<file path="src/rtl/systolic_pkg.sv">
// Shared types and helpers for the systolic-array front end.
//   skew_state_e : LOAD (gathering a matrix) / STREAM (emitting skewed beats)
//   clog2_min1   : bits needed to count 0..n-1, never less than 1
package systolic_pkg;

    typedef enum logic [0:0] {
        LOAD   = 1'b0,
        STREAM = 1'b1
    } skew_state_e;

    function automatic int clog2_min1(input int n);
        return (n <= 2) ? 1 : $clog2(n);
    endfunction

endpackage

</file>
<file path="src/rtl/mod_counter.sv">
// Modulo counter: counts 0..max_p, advancing on en and wrapping to 0.
//   clk_i   : clock, posedge
//   reset_i : asynchronous, active-low; clears count
//   en      : advance this cycle
//   count   : current value
//   wrap    : count is at max_p (next enabled cycle returns to 0)
module mod_counter
    import systolic_pkg::*;
#(
    parameter  int max_p    = 1,
    localparam int width_lp = clog2_min1(max_p + 1)
) (
    input  logic                clk_i,
    input  logic                reset_i,
    input  logic                en,
    output logic [width_lp-1:0] count,
    output logic                wrap
);

    assign wrap = (count == width_lp'(max_p));

    always_ff @(posedge clk_i or negedge reset_i) begin
        if (!reset_i)  count <= '0;
        else if (en)   count <= wrap ? '0 : count + 1'b1;
    end

endmodule

</file>
<file path="src/rtl/matrix_skew_loader.sv">
// Gathers one array_height_p x array_width_p matrix (row-major) from a fifo
// pop interface, then streams it to the systolic array rows with diagonal
// skew: row r is delayed r beats, giving W+H-1 beats per matrix.
//   clk_i, reset_i : clock (posedge), asynchronous active-low reset
//   valid_i/data_i : fifo head element;  yumi_o pops it (LOAD only)
//   ready_i        : array accepts the current beat
//   valid_o/data_o : skewed beat, lane r at [r*width_p +: width_p]
//   busy_o         : high while streaming
module matrix_skew_loader
    import systolic_pkg::*;
#(
    parameter int width_p        = 8,
    parameter int array_width_p  = 2,
    parameter int array_height_p = 2
) (
    input  logic                              clk_i,
    input  logic                              reset_i,
    input  logic                              valid_i,
    input  logic [width_p-1:0]                data_i,
    output logic                              yumi_o,
    input  logic                              ready_i,
    output logic                              valid_o,
    output logic [array_height_p*width_p-1:0] data_o,
    output logic                              busy_o
);

    localparam int N   = array_width_p * array_height_p;
    localparam int B   = array_width_p + array_height_p - 1;
    localparam int LCW = clog2_min1(N);
    localparam int BCW = clog2_min1(B);

    skew_state_e state_q, state_d;

    logic [LCW-1:0] load_cnt;
    logic [BCW-1:0] beat_cnt;
    logic           load_last, beat_last;
    logic           load_en, beat_en;

    logic [N-1:0][width_p-1:0]              buf_q;
    logic [array_height_p-1:0][width_p-1:0] lane_d;

    // Pop and beat-advance qualifiers come from registered state, so neither
    // counter can move in the wrong phase.
    assign load_en = (state_q == LOAD)   && valid_i;
    assign beat_en = (state_q == STREAM) && ready_i;

    mod_counter #(.max_p(N - 1)) u_load_cnt (
        .clk_i   (clk_i),
        .reset_i (reset_i),
        .en      (load_en),
        .count   (load_cnt),
        .wrap    (load_last)
    );

    mod_counter #(.max_p(B - 1)) u_beat_cnt (
        .clk_i   (clk_i),
        .reset_i (reset_i),
        .en      (beat_en),
        .count   (beat_cnt),
        .wrap    (beat_last)
    );

    // Element buffer, one register per matrix element, indexed row-major.
    for (genvar e = 0; e < N; e++) begin : g_buf
        always_ff @(posedge clk_i or negedge reset_i) begin
            if (!reset_i)                                  buf_q[e] <= '0;
            else if (load_en && load_cnt == LCW'(e))       buf_q[e] <= data_i;
        end
    end

    // FSM: state register
    always_ff @(posedge clk_i or negedge reset_i) begin
        if (!reset_i) state_q <= LOAD;
        else          state_q <= state_d;
    end

    // FSM: next state
    always_comb begin
        state_d = state_q;
        case (state_q)
            LOAD:    if (load_en && load_last) state_d = STREAM;
            STREAM:  if (beat_en && beat_last) state_d = LOAD;
            default: state_d = LOAD;
        endcase
    end

    // FSM: outputs. yumi_o is the only output with an input path (valid_i).
    always_comb begin
        yumi_o  = 1'b0;
        valid_o = 1'b0;
        busy_o  = 1'b0;
        case (state_q)
            LOAD:    yumi_o = valid_i;
            STREAM:  begin valid_o = 1'b1; busy_o = 1'b1; end
            default: ;
        endcase
    end

    // Skew select: on beat t, lane r shows column t-r of row r when that
    // column exists, otherwise zero. Forced to zero outside STREAM.
    always_comb begin
        lane_d = '0;
        if (state_q == STREAM) begin
            for (int r = 0; r < array_height_p; r++) begin
                for (int c = 0; c < array_width_p; c++) begin
                    if (int'(beat_cnt) == r + c)
                        lane_d[r] = buf_q[r*array_width_p + c];
                end
            end
        end
    end

    assign data_o = lane_d;

endmodule

</file>
<file path="config.mk">
export PLATFORM = sky130hd
export DESIGN_NAME = matrix_skew_loader
export DESIGN_NICKNAME = d
export VERILOG_FILES = /design/src/rtl/systolic_pkg.sv /design/src/rtl/mod_counter.sv /design/src/rtl/matrix_skew_loader.sv
export SDC_FILE = /design/constraint.sdc
export NUM_CORES = 1
export LEC_CHECK = 0
export ABC_CLOCK_PERIOD_IN_PS = 1770
export BUFFER_PORTS_ARGS = -buffer_cell sky130_fd_sc_hd__buf_2
export CELL_PAD_IN_SITES_DETAIL_PLACEMENT = 1
export CELL_PAD_IN_SITES_GLOBAL_PLACEMENT = 1
export CORE_MARGIN = 4
export CORE_UTILIZATION = 35
export DETAILED_ROUTE_END_ITERATION = 16
export GPL_ROUTABILITY_DRIVEN = 0
export PLACE_DENSITY = 0.72
export RECOVER_POWER = 100
export SETUP_SLACK_MARGIN = 0.05
export SLEW_MARGIN = 5
export SYNTH_ARGS = -nofsm -noshare
export SYNTH_HDL_FRONTEND = slang
export SYNTH_SLANG_ARGS = --single-unit
export TNS_END_PERCENT = 30
</file>
<file path="constraint.sdc">
create_clock -name clk_i -period 1.77 [get_ports clk_i]
set_input_delay 0.177 -clock clk_i [delete_from_list [all_inputs] [get_ports clk_i]]
set_output_delay 0.177 -clock clk_i [all_outputs]
set_load 0.01 [all_outputs]
</file>
==> flow_metrics.py, run 1 <==
metrics = {
    "timing": {
        "worst_slew_pin_slew_ps": 931,
        "timing_hold_violations_final": 0,
        "slew_headroom_pct": 37.9,
        "maxSlewViolCount": 0,
        "whs_ps": 18.2,
        "setup-violations-final": 0,
        "summed_negative_setup_slack_over_all_endpoints_ps": 0,
        "timing.final.crit_share_pct": 91.1,
        "rsz_0062_raised_after_global_routing": "false",
        "fmaxAchievable_mhz": 620,
        "finClkSkew_ps": 7.91,
        "min_clock_period_post_route_ps": 1610,
    },
    "worst_setup_path": {
        "critical_path_arrival_ps": 1780,
        "critical-path-max-stage-delay_ps": 430,
        "timing.critical_path.from": "u_load_cnt.count[0]$_DFFE_PN0P_",
        "crit_type": "flip-flop to flip-flop",
        "critical_path.reg2reg.endpoint": "buf_q[24]$_DFFE_PN0P_",
        "timing.critical_path.cells": "ha_1 > nand3b_1 > mux2_2",
        "critical-path-slowest-cell": "sky130_fd_sc_hd__dfrtp_1",
        "path_buf_inv": 0,
        "crit-reg2reg-launch": "u_load_cnt.count[0]$_DFFE_PN0P_",
        "timing.critical_path.to_type": "flip-flop",
        "timing.critical_path.max_delay_family": "flip-flops",
        "rrSetupSlack_ps": 160,
        "required_ps": 1940,
        "critPathMaxFanout": 9,
        "r2r.worst_path.cells": 3,
        "start_kind": "flip-flop",
    },
    "detailed_routing": {
        "highest_layer": "met4",
        "route.detailed.vias_per_inst": 5.03,
        "detail_route.first_pass.iterations": 4,
        "drc_marker_count_from_the_first_detailed_route_iteration": 82,
        "detail_route.wl_per_cell_um": 17.4,
        "drtAntennaViolNets": 0,
        "detailroute.via_count": 1207,
        "route.met3.wl_um": 146,
        "wl_met2_mm": 2.14,
        "postRouteWirelength_mm": 4.18,
        "met1_length_mm": 1.83,
        "remaining_drcs": 0,
    },
    "clock_network": {
        "cts_sinks": 37,
        "clock_tree.buffer_depth": 2,
        "cts_root_buffer": "sky130_fd_sc_hd__clkbuf_8",
        "cts_hold_buffers": 0,
        "cts_tree": "done",
        "cts_inserted_buffers": 5,
        "clock_insertion_delay_worst_skew_ps": 290,
        "cts_htree_levels": 2,
        "clk_pin_slew_ps": 80,
    },
    "grt": {
        "overflow": 0,
        "grt_pass1_wl_mm": 6.96,
        "first_global_vias": 1343,
        "largest_net_degree_at_the_start_of_global_routing": 38,
        "antenna_found_initial": 0,
        "grt_usage_pct": 14.7,
    },
    "status": {
        "outcome": "completed",
    },
    "layout": {
        "post_route_cells_drive_above_1_share_pct": 38.7,
        "finalNetCount": 188,
        "area_growth_syn_to_layout_pct": 16.2,
        "n_fill_cell": 535,
        "register_area_sq_um": 928,
        "antennaDiodeCount": 0,
        "multi_input_comb_area_sq_um": 807,
    },
    "die": {
        "die_x_um": 79.6,
        "die_y_um": 79.6,
        "floorplan.initialDensity_pct": 37.0,
        "fp-row-count": 25,
        "floorplan.core_area_sq_um": 4850,
        "io_pins": 31,
        "die_area_sq_um": 6340,
    },
    "synthesis": {
        "synth_edf_count": 0,
        "ys_types": 21,
        "ys_ff_latch": 37,
        "yosysWarningCount": 0,
        "synth_seq_area_share_pct": 51.6,
        "postSynthAreaPerCell_sq_um": 12.8,
        "number_of_cells_produced_by_synthesis": 140,
        "synth.cell_area_sq_um": 1800,
        "syn_nets": 156,
        "postSynth.asyncResetShare_pct": 100,
        "synth_ff_type": "sky130_fd_sc_hd__dfrtp_1",
    },
    "place": {
        "dp_hpwl_mm": 2.85,
        "numPortBuffers": 30,
    },
    "pwr": {
        "pwr_per_cell_area_nw_per_um2": 1780,
        "max-vdd-ir-drop_uv": 661,
        "power_leakage_nw": 0.937,
    },
    "min_path": {
        "hold_path_class": "input port to async pin",
    },
    "job": {
        "cap_violations": 0,
    },
}
-- cell type report --
cell class	count	area share (%)
well taps	67	4.02
multi-input cells	92	38.7
flip-flops and latches	37	44.5
clock inverters	2	0.480
inverters	3	0.600
repair buffers	33	8.22
clock buffers	6	3.48
-- power breakdown --
part           leakage, nW  total, mW  internal (mW)  switching [mW]
Combinational        0.450       1.59          0.818           0.768
Sequential           0.442       1.55           1.28           0.275
Clock               0.0450      0.566          0.273           0.294
-- cell usage after synthesis (all sizes together) (2+ instances only) --
cell type	instances	area [sq um]
dfrtp	37	926
mux2	34	383
nand3b	20	165
nor2	9	33.8
a21oi	8	40.0
mux2i	8	80.1
buf	6	32.5
ha	4	50.1
a21o	2	15.0
clkbuf	2	7.51
inv	2	7.51
-- how the worst max path moves through the flow --
stage,end,slack [ps],depth (start not counted)
6_report,buf_q[24]$_DFFE_PN0P_,160,3
5_1_grt,data_o[6],60,3
2_1_floorplan,buf_q[0]$_DFFE_PN0P_,490,4
3_5_place_dp,data_o[10],260,3
3_3_place_gp,data_o[10],280,3
4_1_cts,data_o[10],50,4
-- flip-flops by register name, indices dropped and copies added (netlist names) --
name and cells:
u_beat_cnt.count 2, u_load_cnt.count 2, state_q 1, buf_q 32
-- timing repair --
| item | CTS | global route |
|---|---|---|
| setup endpoints to repair | 15 | 16 |
| endpoints found under the hold margin | 0 | 0 |
| setup buffers | 0 | 1 |
| pin swaps | 0 | 0 |
| gates resized for setup | 2 | 2 |
-- placed cells by master (no fill, tap or decap), types with 3 or more instances in the layout --
cell and n:
sky130_fd_sc_hd__a21oi_1 8, sky130_fd_sc_hd__clkinv_2 3, sky130_fd_sc_hd__dfrtp_1 35, sky130_fd_sc_hd__nor2_1 9
sky130_fd_sc_hd__mux2_2 34, sky130_fd_sc_hd__mux2i_1 8, sky130_fd_sc_hd__clkbuf_1 12, sky130_fd_sc_hd__buf_2 18
sky130_fd_sc_hd__ha_1 4, sky130_fd_sc_hd__nand3b_1 19, sky130_fd_sc_hd__clkbuf_8 5
-- through the flow --
step                instances  instance area, sq um  power [mW]  util, %  setup WS [ps]
floorplan                 140                  1800        2.65        -            495
global placement          231                  2020        3.08     41.6            283
CTS                       239                  2100        3.80     43.4           46.4
detailed placement        231                  2020        3.20     41.6            256
global route              240                  2090        3.99     43.0           59.9
finish                    240                  2090        3.71     43.0            157
-- per-layer routing --
metal,GRT usage [%],vias up
li1,-,556
met1,17.7,625
met2,25.3,21
met3,3.05,5
met4,6.19,0
met5,0,-
-- cells by family (layout without fill, tap and decap cells) --
group           count (synthesis)  in the layout  synth area share (%)
mux                            42             42                  25.8
flops                          37             37                  51.6
simple gates                   35             35                  13.7
compound gates                 11             11                  3.34
buf+inv                        11             44                  2.86
fa+ha+maj                       4              4                  2.79
(Power assumes the default switching activity.)
==> run 2, diff against run 1 <==
--- a/config.mk
+++ b/config.mk
@@ -10,10 +10,10 @@
 export CELL_PAD_IN_SITES_DETAIL_PLACEMENT = 1
 export CELL_PAD_IN_SITES_GLOBAL_PLACEMENT = 1
 export CORE_MARGIN = 4
-export CORE_UTILIZATION = 35
+export CORE_UTILIZATION = 39
 export DETAILED_ROUTE_END_ITERATION = 16
 export GPL_ROUTABILITY_DRIVEN = 0
-export PLACE_DENSITY = 0.72
+export PLACE_DENSITY = 0.78
 export RECOVER_POWER = 100
 export SETUP_SLACK_MARGIN = 0.05
 export SLEW_MARGIN = 5
==> run 2 against run 1 <==
Effect of this change:
- clock skew is 2.9 ps lower
- total power is 0.75% lower
- non-clock buffer count decreased by 1
- clock-buffer cell count up 1
- flip-flop and latch count did not move
- critical path type unchanged
- largest cell class unchanged
==> flow_metrics.py, run 2 (same netlist as run 1, synthesis figures left out) <==
metrics = {
    "layout": {
        "area_growth_syn_to_layout_pct": 14.3,
        "mostFrequentLayoutCell": "sky130_fd_sc_hd__dfrtp_1",
        "largest_register_ffs": 32,
        "multi_input_comb_area_sq_um": 806,
        "post_route_cells_drive_above_1_share_pct": 33.3,
        "reg.largest.list": "buf_q x32, u_beat_cnt.count x2, u_load_cnt.count x2",
        "n_fill_cell": 490,
        "register_area_sq_um": 926,
        "finalNetCount": 187,
        "post-route-cell-area_sq_um": 2050,
        "antennaDiodeCount": 0,
        "mostFrequentLayoutCells": "sky130_fd_sc_hd__dfrtp_1 (37), sky130_fd_sc_hd__mux2_2 (34), sky130_fd_sc_hd__nand3b_1 (20)",
        "registers.top_by_ff_count": "buf_q",
    },
    "timing": {
        "timing_hold_violations_final": 0,
        "finClkSkew_ps": 4.99,
        "summed_negative_setup_slack_over_all_endpoints_ps": 0,
        "worst_slew_pin_slew_ps": 922,
        "timing.final.crit_share_pct": 92.6,
        "rsz_0062_raised_after_global_routing": "false",
        "maxSlewViolCount": 0,
        "setup-violations-final": 0,
        "min_clock_period_post_route_ps": 1640,
        "fmaxAchievable_mhz": 610,
        "slew_headroom_pct": 38.5,
    },
    "clock_network": {
        "clock_insertion_delay_worst_skew_ps": 290,
        "cts_htree_levels": 2,
        "cts_root_buffer": "sky130_fd_sc_hd__clkbuf_8",
        "clock_tree.buffer_depth": 2,
        "cts_inserted_buffers": 5,
        "cts_hold_buffers": 0,
        "clk_pin_slew_ps": 70,
        "cts_tree": "done",
        "cts_sinks": 37,
    },
    "worst_setup_path": {
        "critical_path_arrival_ps": 1810,
        "critical_path.reg2reg.endpoint": "buf_q[21]$_DFFE_PN0P_",
        "timing.critical_path.to_type": "flip-flop",
        "critical-path-slowest-cell": "sky130_fd_sc_hd__dfrtp_1",
        "rrSetupSlack_ps": 130,
        "start_kind": "flip-flop",
        "r2r.worst_path.cells": 4,
        "crit-reg2reg-launch": "u_load_cnt.count[0]$_DFFE_PN0P_",
        "critPathMaxFanout": 8,
        "required_ps": 1940,
        "critical-path-max-stage-delay_ps": 420,
        "crit_type": "flip-flop to flip-flop",
        "timing.critical_path.cells": "inv_1 > ha_1 > nand3b_1 > mux2_2",
    },
    "job": {
        "cap_violations": 0,
    },
    "detailed_routing": {
        "drtAntennaViolNets": 0,
        "detail_route.wl_per_cell_um": 17.9,
        "detail_route.first_pass.iterations": 4,
        "remaining_drcs": 0,
        "route.detailed.vias_per_inst": 5.30,
        "postRouteWirelength_mm": 3.99,
        "detailroute.via_count": 1182,
        "drc_marker_count_from_the_first_detailed_route_iteration": 56,
    },
    "pwr": {
        "max-vdd-ir-drop_uv": 794,
        "power_leakage_nw": 0.905,
        "p_total_mw": 3.68,
        "pwr_per_cell_area_nw_per_um2": 1790,
    },
    "grt": {
        "overflow": 0,
        "grtUsageMet2_pct": 24.5,
        "grt_pass1_wl_mm": 6.38,
        "largest_net_degree_at_the_start_of_global_routing": 38,
        "first_global_vias": 1271,
        "grt.met3_usage_pct": 4.09,
        "antenna_found_initial": 0,
        "top_usage_layer": "met2",
        "met1_use_gr_pct": 20.0,
        "grt_usage_pct": 15.4,
    },
    "die": {
        "die_area_sq_um": 5750,
        "floorplan.initialDensity_pct": 40.7,
        "die_x_um": 75.9,
        "floorplan.core_area_sq_um": 4410,
        "die_y_um": 75.9,
        "fp-row-count": 24,
        "io_pins": 31,
    },
    "place": {
        "numPortBuffers": 30,
        "detailed_place.area_sq_um": 2000,
        "dp_hpwl_mm": 2.76,
    },
    "min_path": {
        "hold_path_class": "input port to async pin",
    },
    "status": {
        "outcome": "completed",
    },
}
## run 2: cell count changes in the layout (fill, tap and decap cells not counted), sizes merged
| cell | previous run | this run |
|---|---|---|
| clkinv | 3 | 1 |
| buf | 21 | 14 |
| clkbuf | 18 | 25 |
## run 2: through the flow
stage / setup slack (ps) / instances / hold WS (ps) / utilization, %
after floorplan: 495 / 140 / -119 / -
after global placement: 323 / 216 / 303 / 45.3
after detailed placement: 295 / 216 / 323 / 45.3
after CTS: 83.8 / 223 / 8.06 / 47.3
after global routing: 37.7 / 223 / 79.4 / 46.5
final: 132 / 223 / 21.0 / 46.5
## run 2: worst max-delay path by stage
| stage | start | end | slack [ps] | depth (start not counted) |
|---|---|---|---|---|
| 3_3_place_gp | state_q$_DFF_PN0_ | data_o[13] | 320 | 3 |
| 4_1_cts | state_q$_DFF_PN0_ | data_o[3] | 80 | 3 |
| 3_5_place_dp | state_q$_DFF_PN0_ | data_o[13] | 300 | 3 |
| 6_report | u_load_cnt.count[0]$_DFFE_PN0P_ | buf_q[21]$_DFFE_PN0P_ | 130 | 4 |
| 5_1_grt | u_load_cnt.count[0]$_DFFE_PN0P_ | buf_q[21]$_DFFE_PN0P_ | 40 | 4 |
| 2_1_floorplan | u_load_cnt.count[0]$_DFFE_PN0P_ | buf_q[0]$_DFFE_PN0P_ | 490 | 4 |
## run 2: layer usage
| metal | routed length [um] | up-vias |
|---|---|---|
| li1 | - | 555 |
| met1 | 1710 | 597 |
| met2 | 2070 | 26 |
| met3 | 183 | 4 |
| met4 | 30 | 0 |
| met5 | 0 | - |
## run 2: critical path: cells and delay by family, from the launching register on
family | cells | cell delay, ps
muxes | 1 | 400
buffers and inverters | 1 | 80
and+or+nand+nor | 1 | 410
adders and majority gates | 1 | 200
DFF | 1 | 420
## run 2: layout make-up
type | count | area share [%]
well taps | 52 | 3.17
multi-input cells | 92 | 39.3
inverters | 3 | 0.610
flip-flops and latches | 37 | 45.1
clock buffers | 7 | 4.21
repair buffers | 32 | 7.62
## run 2: what timing repair did
action                     CTS  global route
resized for setup            1             1
setup endpoints to repair    8             6
setup buffers                0             0
## run 2: where the power goes
group	leakage, nW	internal, mW	switching, mW	total, mW
registers	0.444	1.27	0.263	1.54
clock network	0.0443	0.309	0.281	0.590
logic	0.417	0.790	0.761	1.55
total	0.905	2.37	1.31	3.68
